[src/rtl/wait_state_generator.sv]
// ---------------------------------------------------------------------------
// wait_state_generator
//
// Generates the READY inputs of the CPU and of the DMA controller. It watches
// the arbitrated ISA command strobes and the current bus owner, and inserts a
// programmable number of wait states into every bus cycle. A cycle is also
// stretched while the expansion bus holds I/O CH RDY low. If a cycle sits in
// WAIT too long, it is force-completed and bus_timeout pulses for one clock.
//
// All flops run on `clock`. The processor clock `cpu_clock` is treated as a
// sampled data signal, and its edges are recovered internally:
//   - the FSM advances on cpu_clock rising edges;
//   - the READY outputs change only on cpu_clock falling edges, as an
//     8284-style clock generator would drive them.
//
// Ports
//   clock              in   system clock, rising-edge
//   reset              in   asynchronous, active-high reset
//   cpu_clock          in   processor clock (sampled)
//   address_enable_n   in   bus owner: 0 = CPU, 1 = DMA/external master
//   dma_acknowledge_n  in   [3:0] active-low DACK per DMA channel
//   io_read_n          in   arbitrated I/O read strobe
//   io_write_n         in   arbitrated I/O write strobe
//   memory_read_n      in   arbitrated memory read strobe
//   memory_write_n     in   arbitrated memory write strobe
//   io_channel_ready   in   asynchronous I/O CH RDY; 0 stretches the cycle
//   processor_ready    out  READY to the CPU; 0 inserts a wait state
//   dma_ready          out  READY to the DMA controller
//   bus_timeout        out  one-clock pulse on a forced completion
// ---------------------------------------------------------------------------
module wait_state_generator #(
    parameter int unsigned IO_WAIT_STATES  = 1,
    parameter int unsigned MEM_WAIT_STATES = 0,
    parameter int unsigned DMA_WAIT_STATES = 1,
    parameter int unsigned TIMEOUT_CYCLES  = 255
) (
    input  logic       clock,
    input  logic       reset,
    input  logic       cpu_clock,
    input  logic       address_enable_n,
    input  logic [3:0] dma_acknowledge_n,
    input  logic       io_read_n,
    input  logic       io_write_n,
    input  logic       memory_read_n,
    input  logic       memory_write_n,
    input  logic       io_channel_ready,
    output logic       processor_ready,
    output logic       dma_ready,
    output logic       bus_timeout
);

    localparam logic [3:0] IO_WS      = 4'(IO_WAIT_STATES);
    localparam logic [3:0] MEM_WS     = 4'(MEM_WAIT_STATES);
    localparam logic [3:0] DMA_WS     = 4'(DMA_WAIT_STATES);
    localparam logic [7:0] TO_LIMIT   = 8'(TIMEOUT_CYCLES);
    localparam bit         TO_ENABLED = (TIMEOUT_CYCLES != 0);

    typedef enum logic [1:0] {
        ST_IDLE = 2'd0,
        ST_WAIT = 2'd1,
        ST_DONE = 2'd2
    } state_t;

    // Clock-domain front end
    logic   prev_cpu_clock_q;
    logic   rdy_meta_q;
    logic   rdy_sync_q;

    // FSM and registered outputs
    state_t state_q;
    logic   owner_dma_q;
    logic [3:0] ws_cnt_q;
    logic [7:0] to_cnt_q;
    logic   processor_ready_q;
    logic   dma_ready_q;
    logic   bus_timeout_q;

    // Combinational decode
    logic       cpu_clock_posedge;
    logic       cpu_clock_negedge;
    logic       io_cmd;
    logic       mem_cmd;
    logic       cmd_active;
    logic       dma_cycle;
    logic       cpu_cycle;
    logic       owned_cycle;
    logic [3:0] ws_load;
    logic       need_wait;
    logic [3:0] ws_cnt_d;
    logic [7:0] to_cnt_d;
    logic       timeout_hit;
    logic       hold;
    logic       owner;

    // ---- cpu_clock edge recovery and I/O CH RDY synchroniser ----
    always_ff @(posedge clock or posedge reset) begin
        if (reset) begin
            prev_cpu_clock_q <= 1'b0;
            rdy_meta_q       <= 1'b1;
            rdy_sync_q       <= 1'b1;
        end else begin
            prev_cpu_clock_q <= cpu_clock;
            rdy_meta_q       <= io_channel_ready;
            rdy_sync_q       <= rdy_meta_q;
        end
    end

    assign cpu_clock_posedge = ~prev_cpu_clock_q &  cpu_clock;
    assign cpu_clock_negedge =  prev_cpu_clock_q & ~cpu_clock;

    // ---- command and ownership decode ----
    assign io_cmd     = ~io_read_n | ~io_write_n;
    assign mem_cmd    = ~memory_read_n | ~memory_write_n;
    assign cmd_active = io_cmd | mem_cmd;
    assign dma_cycle  = address_enable_n & ~(&dma_acknowledge_n);
    assign cpu_cycle  = ~address_enable_n;
    // An external master (AEN high with no DACK) gets no wait states at all.
    assign owned_cycle = cpu_cycle | dma_cycle;

    // DMA overrides the command type; I/O wins over memory if both are present.
    always_comb begin
        ws_load = MEM_WS;
        if (dma_cycle) begin
            ws_load = DMA_WS;
        end else if (io_cmd) begin
            ws_load = IO_WS;
        end
    end

    assign need_wait = (ws_load != 4'd0) | ~rdy_sync_q;

    assign ws_cnt_d    = (ws_cnt_q != 4'd0) ? (ws_cnt_q - 4'd1) : 4'd0;
    assign to_cnt_d    = (to_cnt_q == 8'hFF) ? 8'hFF : (to_cnt_q + 8'd1);
    assign timeout_hit = TO_ENABLED && (to_cnt_d == TO_LIMIT);

    // In IDLE, ready is pulled low before the FSM moves, so the very first
    // falling edge after a command already shows the wait. The owner is the
    // live bus owner in IDLE; later it is the owner latched at cycle start.
    assign hold  = (state_q == ST_WAIT) |
                   ((state_q == ST_IDLE) & cmd_active & owned_cycle & need_wait);
    assign owner = (state_q == ST_IDLE) ? dma_cycle : owner_dma_q;

    // ---- cycle FSM (cpu_clock rising) and READY outputs (cpu_clock falling) ----
    always_ff @(posedge clock or posedge reset) begin
        if (reset) begin
            state_q           <= ST_IDLE;
            owner_dma_q       <= 1'b0;
            ws_cnt_q          <= 4'd0;
            to_cnt_q          <= 8'd0;
            processor_ready_q <= 1'b1;
            dma_ready_q       <= 1'b1;
            bus_timeout_q     <= 1'b0;
        end else begin
            bus_timeout_q <= 1'b0;

            if (cpu_clock_posedge) begin
                case (state_q)
                    ST_IDLE: begin
                        if (cmd_active && owned_cycle) begin
                            owner_dma_q <= dma_cycle;
                            ws_cnt_q    <= ws_load;
                            to_cnt_q    <= 8'd0;
                            state_q     <= need_wait ? ST_WAIT : ST_DONE;
                        end
                    end
                    ST_WAIT: begin
                        ws_cnt_q <= ws_cnt_d;
                        to_cnt_q <= to_cnt_d;
                        if (!cmd_active) begin
                            // Command withdrawn mid-cycle: abandon the wait.
                            state_q <= ST_IDLE;
                        end else if (timeout_hit) begin
                            // A stuck I/O CH RDY must not hang the bus forever.
                            state_q       <= ST_DONE;
                            bus_timeout_q <= 1'b1;
                        end else if ((ws_cnt_d == 4'd0) && rdy_sync_q) begin
                            state_q <= ST_DONE;
                        end
                    end
                    ST_DONE: begin
                        if (!cmd_active) begin
                            state_q <= ST_IDLE;
                        end
                    end
                    default: begin
                        state_q <= ST_IDLE;
                    end
                endcase
            end

            if (cpu_clock_negedge) begin
                processor_ready_q <= ~(hold & ~owner);
                dma_ready_q       <= ~(hold &  owner);
            end
        end
    end

    assign processor_ready = processor_ready_q;
    assign dma_ready       = dma_ready_q;
    assign bus_timeout     = bus_timeout_q;

endmodule
[config.mk]
export PLATFORM = sky130hd
export DESIGN_NAME = wait_state_generator
export DESIGN_NICKNAME = d
export VERILOG_FILES = /design/src/rtl/wait_state_generator.sv
export SDC_FILE = /design/constraint.sdc
export NUM_CORES = 1
export LEC_CHECK = 0
export BUFFER_PORTS_ARGS = -buffer_cell sky130_fd_sc_hd__buf_2
export CORE_MARGIN = 2
export CORE_UTILIZATION = 40
export CTS_BUF_LIST = sky130_fd_sc_hd__clkbuf_8
export DETAILED_ROUTE_END_ITERATION = 6
export GPL_ROUTABILITY_DRIVEN = 0
export PLACE_DENSITY = 0.57
export SYNTH_ARGS = -nofsm -noshare
export SYNTH_HDL_FRONTEND = slang
export SYNTH_SLANG_ARGS = --single-unit
[constraint.sdc]
create_clock -name clock -period 1.75 [get_ports clock]
set_input_delay 0.35 -clock clock [delete_from_list [all_inputs] [get_ports clock]]
set_output_delay 0.35 -clock clock [all_outputs]
set_load 0.005 [all_outputs]
After elaboration in Yosys (flattened, before gate mapping)
Index checks and enable logic that the tools add are counted.
- flip-flop bits (word level): 21
- input port bits: 13
- output and inout bits: 3
- word-level logic and storage cells: 76
- add/sub/neg operators: 2
- equal/unequal tests: 7
- muxes and demuxes: 20
- bitwise logic cells: 26
- reductions and logical operators: 11
- operators by type and width (operator ; count):
    $eq A8 B8 Y1 const B ; 2
    $mux W8 ; 2
    $pmux W8 S2 ; 1
    $mux W2 ; 6
    $not A1 Y1 ; 12
    $add A8 B1 Y8 const B ; 1
    $and A1 B1 Y1 ; 8
    $mux W4 ; 2
    $pmux W4 S2 ; 1
    $reduce_and A4 Y1 ; 2
    $reduce_bool A4 Y1 ; 2
    $mux W1 ; 7
    $or A1 B1 Y1 ; 6
    $pmux W2 S3 ; 1
    $reduce_and A3 Y1 ; 2
    $logic_not A4 Y1 ; 1
    $ne A4 B3 Y1 const B ; 1
    $sub A4 B1 Y4 const B ; 1
    $eq A2 B1 Y1 const B ; 1
    $eq A2 B2 Y1 const B ; 1
    $logic_and A1 B1 Y1 ; 2
    $logic_not A2 Y1 ; 1
    $ne A2 B1 Y1 const B ; 1
    $ne A2 B2 Y1 const B ; 1
    $reduce_bool A2 Y1 ; 1

Longest topological paths before layout
- depth in word-level cells: 10
- mapped depth: 6
- mapped depth without buffers: 6

Worst setup path before layout
No wires, ideal clock.
- kind: register -> register
- start: register to_cnt_q[2]
- end: register state_q[0]
- arrival: 1.470 ns
- slack: 0.148 ns
- stages on the path, launching flop included: 6
- buffers on the path: 0
- period minus slack after synthesis: 1.602 ns
- cells stage by stage: dfrtp_1 -> and4_4 -> nand2_4 -> or4_4 -> a22oi_2 -> o211ai_1
- longest elaborated chain between the ends: 6
- ends and longest elaborated chain (item ; RTL line ; RTL):
    from (decl) ; 73 ; logic [7:0] to_cnt_q;
    from (signal assigned) ; 168 ; to_cnt_q <= to_cnt_d;
    $add A8 B1 Y8 / $eq A8 B8 Y1 (equally long branches) ; 133 ; assign to_cnt_d = (to_cnt_q == 8'hFF) ? 8'hFF : (to_cnt_q + 8'd1);
    $mux W8 * ; 133 ;
    $eq A8 B8 Y1 * ; 134 ; assign timeout_hit = TO_ENABLED && (to_cnt_d == TO_LIMIT);
    $mux W2 ; 172 ; end else if (timeout_hit) begin
    $mux W2 ; 169 ; if (!cmd_active) begin
    $pmux W2 S3 ; 157 ; case (state_q)
    to (signal assigned) ; 163 ; state_q <= need_wait ? ST_WAIT : ST_DONE;
    to (decl) ; 70 ; state_t state_q;
Every way passes the cells marked *; elsewhere a longest branch is shown, timed or not.
A chain may end at the register's enable or synchronous reset.

Worst setup path after layout
- start: register to_cnt_q[0]
- end: register state_q[0]
The elaborated chain is that of the path after synthesis.

==> impl_metrics.ini <==
[synth]
synth_cell_type_count = 38
syn_inst = 130
yosysWarnings = 0
syn_area_per_cell_um2 = 8.98
ys_ff_latch = 21
syn_nets = 144
synth_area_um2 = 1170
synth-seq-area-share = 0.454

[sta]
relSlewSlack = 0.731
finalHoldWorstSlack_ns = 0.0301
fmax_mhz = 609
min_period_ns = 1.64
worst_slew_pin_slew_ns = 0.394
setup_violations = 0
skew_ns = 0.00186
period_share = 0.938
finalMaxSlewViolations = 0
hold_viol = 0
rsz0062_at_grt = true

[grt]
grt_overflow = 0
grt_pass1_vias = 1018
grt_max_degree = 17
grt_first_pass_wirelength_mm = 4.66
track_usage = 0.181
antenna_found_initial = 0

[power]
clkPwrFrac = 0.195
p_sw_frac = 0.348
intPower_mw = 1.02
p_leak_nw = 0.648
p_total_mw = 1.57
power_frac_comb = 0.354
power_density_nw_per_um2 = 1100
power_switching_mw = 0.545
p_seq_frac = 0.451
vdd_drop_max_mv = 0.687

[critical_path]
crit_fanout = 5
slowest_delay_ns = 0.48
cp-end-kind = flop
startpoint_type = flop
cp.required_ns = 1.89
crit_buf_inv = 0
worstPathArrival_ns = 1.78
path_cells = and4_4, nand2_4, or4_4, a22oi_2, o211ai_1
crit_type = flop to flop
slowest_stage = or4_4
path_delay_family = simple AND/OR/NAND/NOR gates

[clocking]
cts.path.max_buffers = 2
hold_buffers = 0
cts_tree = done
numCtsBuffers = 3
htree_levels = 1
path_clk_slew_ns = 0.07
clock_latency_ns = 0.25
clkSinkCount = 21
root_buffer = clkbuf_8

[status]
status = complete, no violations

[detailed_routing]
drtIter0Drc = 17
drt_first_pass_iters = 4
routed_via_density = 5.58
drc = 0
dr_total_vias = 1060
avgRoutedWirePerCell_um = 13.4
wirelength_mm = 2.56
ant_nets = 0

[cells_and_area]
final_cells = 190
nets = 174
antennaDiodeCount = 0
drive_gt1_frac = 0.283
nFillCells = 270
synthToLayoutAreaGrowth_pct = 22.4

[flow_run]
max_cap_violations = 0

[die]
core_um2 = 2760
die-area_um2 = 3370
rows = 19
die_w_um = 58.0
die_h_um = 58.0
pin_count = 16
start_util = 0.423

[placed_design]
hpwl_mm = 1.98
dp_cells = 186
portBuffers = 15

[min_path]
hold_class = primary input to asynchronous set/reset pin
[synth_stat cells]
cell type   n  area (µm²)
nand4b_1    1        8.76
a31oi_1     5        31.3
nand2_1    10        37.5
dfstp_2     4         105
nor3_1      7        35.0
a22o_1      4        35.0
a311oi_1    1        8.76
a21bo_2     1        10.0
and3_2      1        7.51
and4_1      2        17.5
xnor2_1     1        8.76
o21ai_0    11        55.1
or4_4       1        11.3
o31ai_1     1        7.51
dfrtp_1    17         425
inv_1       6        22.5
a21o_1      6        45.0
nor3b_1     1        7.51
nand2b_1    2        12.5
clkbuf_1    3        11.3
a211oi_1    1        7.51
a22oi_2     1        12.5
or4_1       1        7.51
a2111oi_0   1        8.76
nand4_1     4        25.0
o22a_1      1        8.76
nor2b_1     1        6.26
and4_4      1        11.3
nor4_1      1        6.26
o21a_1      1        7.51
o21ai_1     1        5.00
ha_1        1        12.5
and3_1      1        6.26
a21oi_1     6        30.0
nand2_4     1        11.3
nand3_1     6        30.0
nor2_1     14        52.6
o211ai_1    2        15.0
[cell usage in the layout, fill, tap and decap left out, types with 2 or more instances in the layout]
cell type and count:
dfrtp_1 17, buf_2 15, nor2_1 13, buf_4 13, o21ai_0 11, nand2_1 10
inv_1 7, nor3_1 7, a21oi_1 6, a21o_1 6, a31oi_1 5, nand3_1 5
nand4_1 4, a22o_1 4, dfstp_2 4, clkbuf_8 3, nand2b_1 2, and4_1 2
o211ai_1 2
[power by group through the flow]
| stage | Sequential [mW] | Combinational (mW) | Clock (mW) |
|---|---|---|---|
| 2_1_floorplan | 0.688 | 0.350 | 0 |
| 3_3_place_gp | 0.710 | 0.540 | 0 |
| 3_5_place_dp | 0.715 | 0.558 | 0 |
| 4_1_cts | 0.706 | 0.560 | 0.319 |
| 5_1_grt | 0.728 | 0.638 | 0.339 |
| 6_report | 0.707 | 0.556 | 0.306 |
[worst reg2reg max path, stage by stage, from the launching register on]
cell,delay (ns)
dfrtp_1,0.39
and4_4,0.28
nand2_4,0.07
or4_4,0.48
a22oi_2,0.20
o211ai_1,0.12
[final cells by class]
class | count | area (µm²) | share of cell area
multi-input cells | 100 | 619 | 0.433
clock inverters | 1 | 3.75 | 0.00263
clock buffers | 3 | 41.3 | 0.0289
inverters | 6 | 22.5 | 0.0158
repair buffers | 28 | 173 | 0.121
well taps | 31 | 38.8 | 0.0271
flip-flops and latches | 21 | 531 | 0.371
[per-layer routing]
metal | up-vias | routed length [µm] | GRT usage
met5 | - | 0 | 0
met4 | 0 | 12 | 0.0432
met3 | 2 | 80 | 0.0469
met2 | 12 | 1200 | 0.294
met1 | 499 | 1260 | 0.244
li1 | 547 | - | -
[through the flow]
stage | area [µm²] | setup TNS, ns | setup WS [ns] | util
floorplan | 1170 | 0 | 0.148 | -
global placement | 1370 | 0 | 0.135 | 0.496
detailed placement | 1370 | 0 | 0.0883 | 0.496
CTS | 1410 | 0 | 0.0688 | 0.512
global route | 1430 | -0.0516 | -0.0277 | 0.518
finish | 1430 | 0 | 0.108 | 0.518
[flip-flops by register name, indices dropped and copies added, names as in the netlist]
name / cells
to_cnt_q: 8
rdy_sync_q: 1
bus_timeout: 1
state_q: 2
prev_cpu_clock_q: 1
ws_cnt_q: 4
rdy_meta_q: 1
owner_dma_q: 1
dma_ready: 1
processor_ready: 1
[timing repair]
action | in CTS | in global routing
hold endpoints to repair | 0 | 0
endpoints found under the setup margin | 0 | 6
gates resized for setup | 0 | 4
buffers inserted | 0 | 0
[kinds of logic (layout without fill, tap and decap cells)]
kind of cell               count (synthesis)  count (layout)  synth area share
and+or+nand+nor                           55              55             0.252
AOI/OAI and AO/OA                         43              43             0.247
DFF                                       21              21             0.454
buffers and inverters                      9              38            0.0289
adders and majority gates                  1               1            0.0107
xor gates and xnor gates                   1               1           0.00750
[path summary, 6_finish.rpt]
kind,slack (ns),endpoint,startpoint,cells after the start
hold / removal,0.03,to_cnt_q[6],reset,2
min in group clock,0.18,rdy_meta_q,io_channel_ready,1
max in group asynchronous,1.15,rdy_sync_q,reset,3
setup reg to reg,0.11,state_q[0],to_cnt_q[0],5
hold reg to reg,0.36,rdy_sync_q,rdy_meta_q,0
setup / recovery,0.11,state_q[0],to_cnt_q[0],5
(Power assumes the default switching activity.)
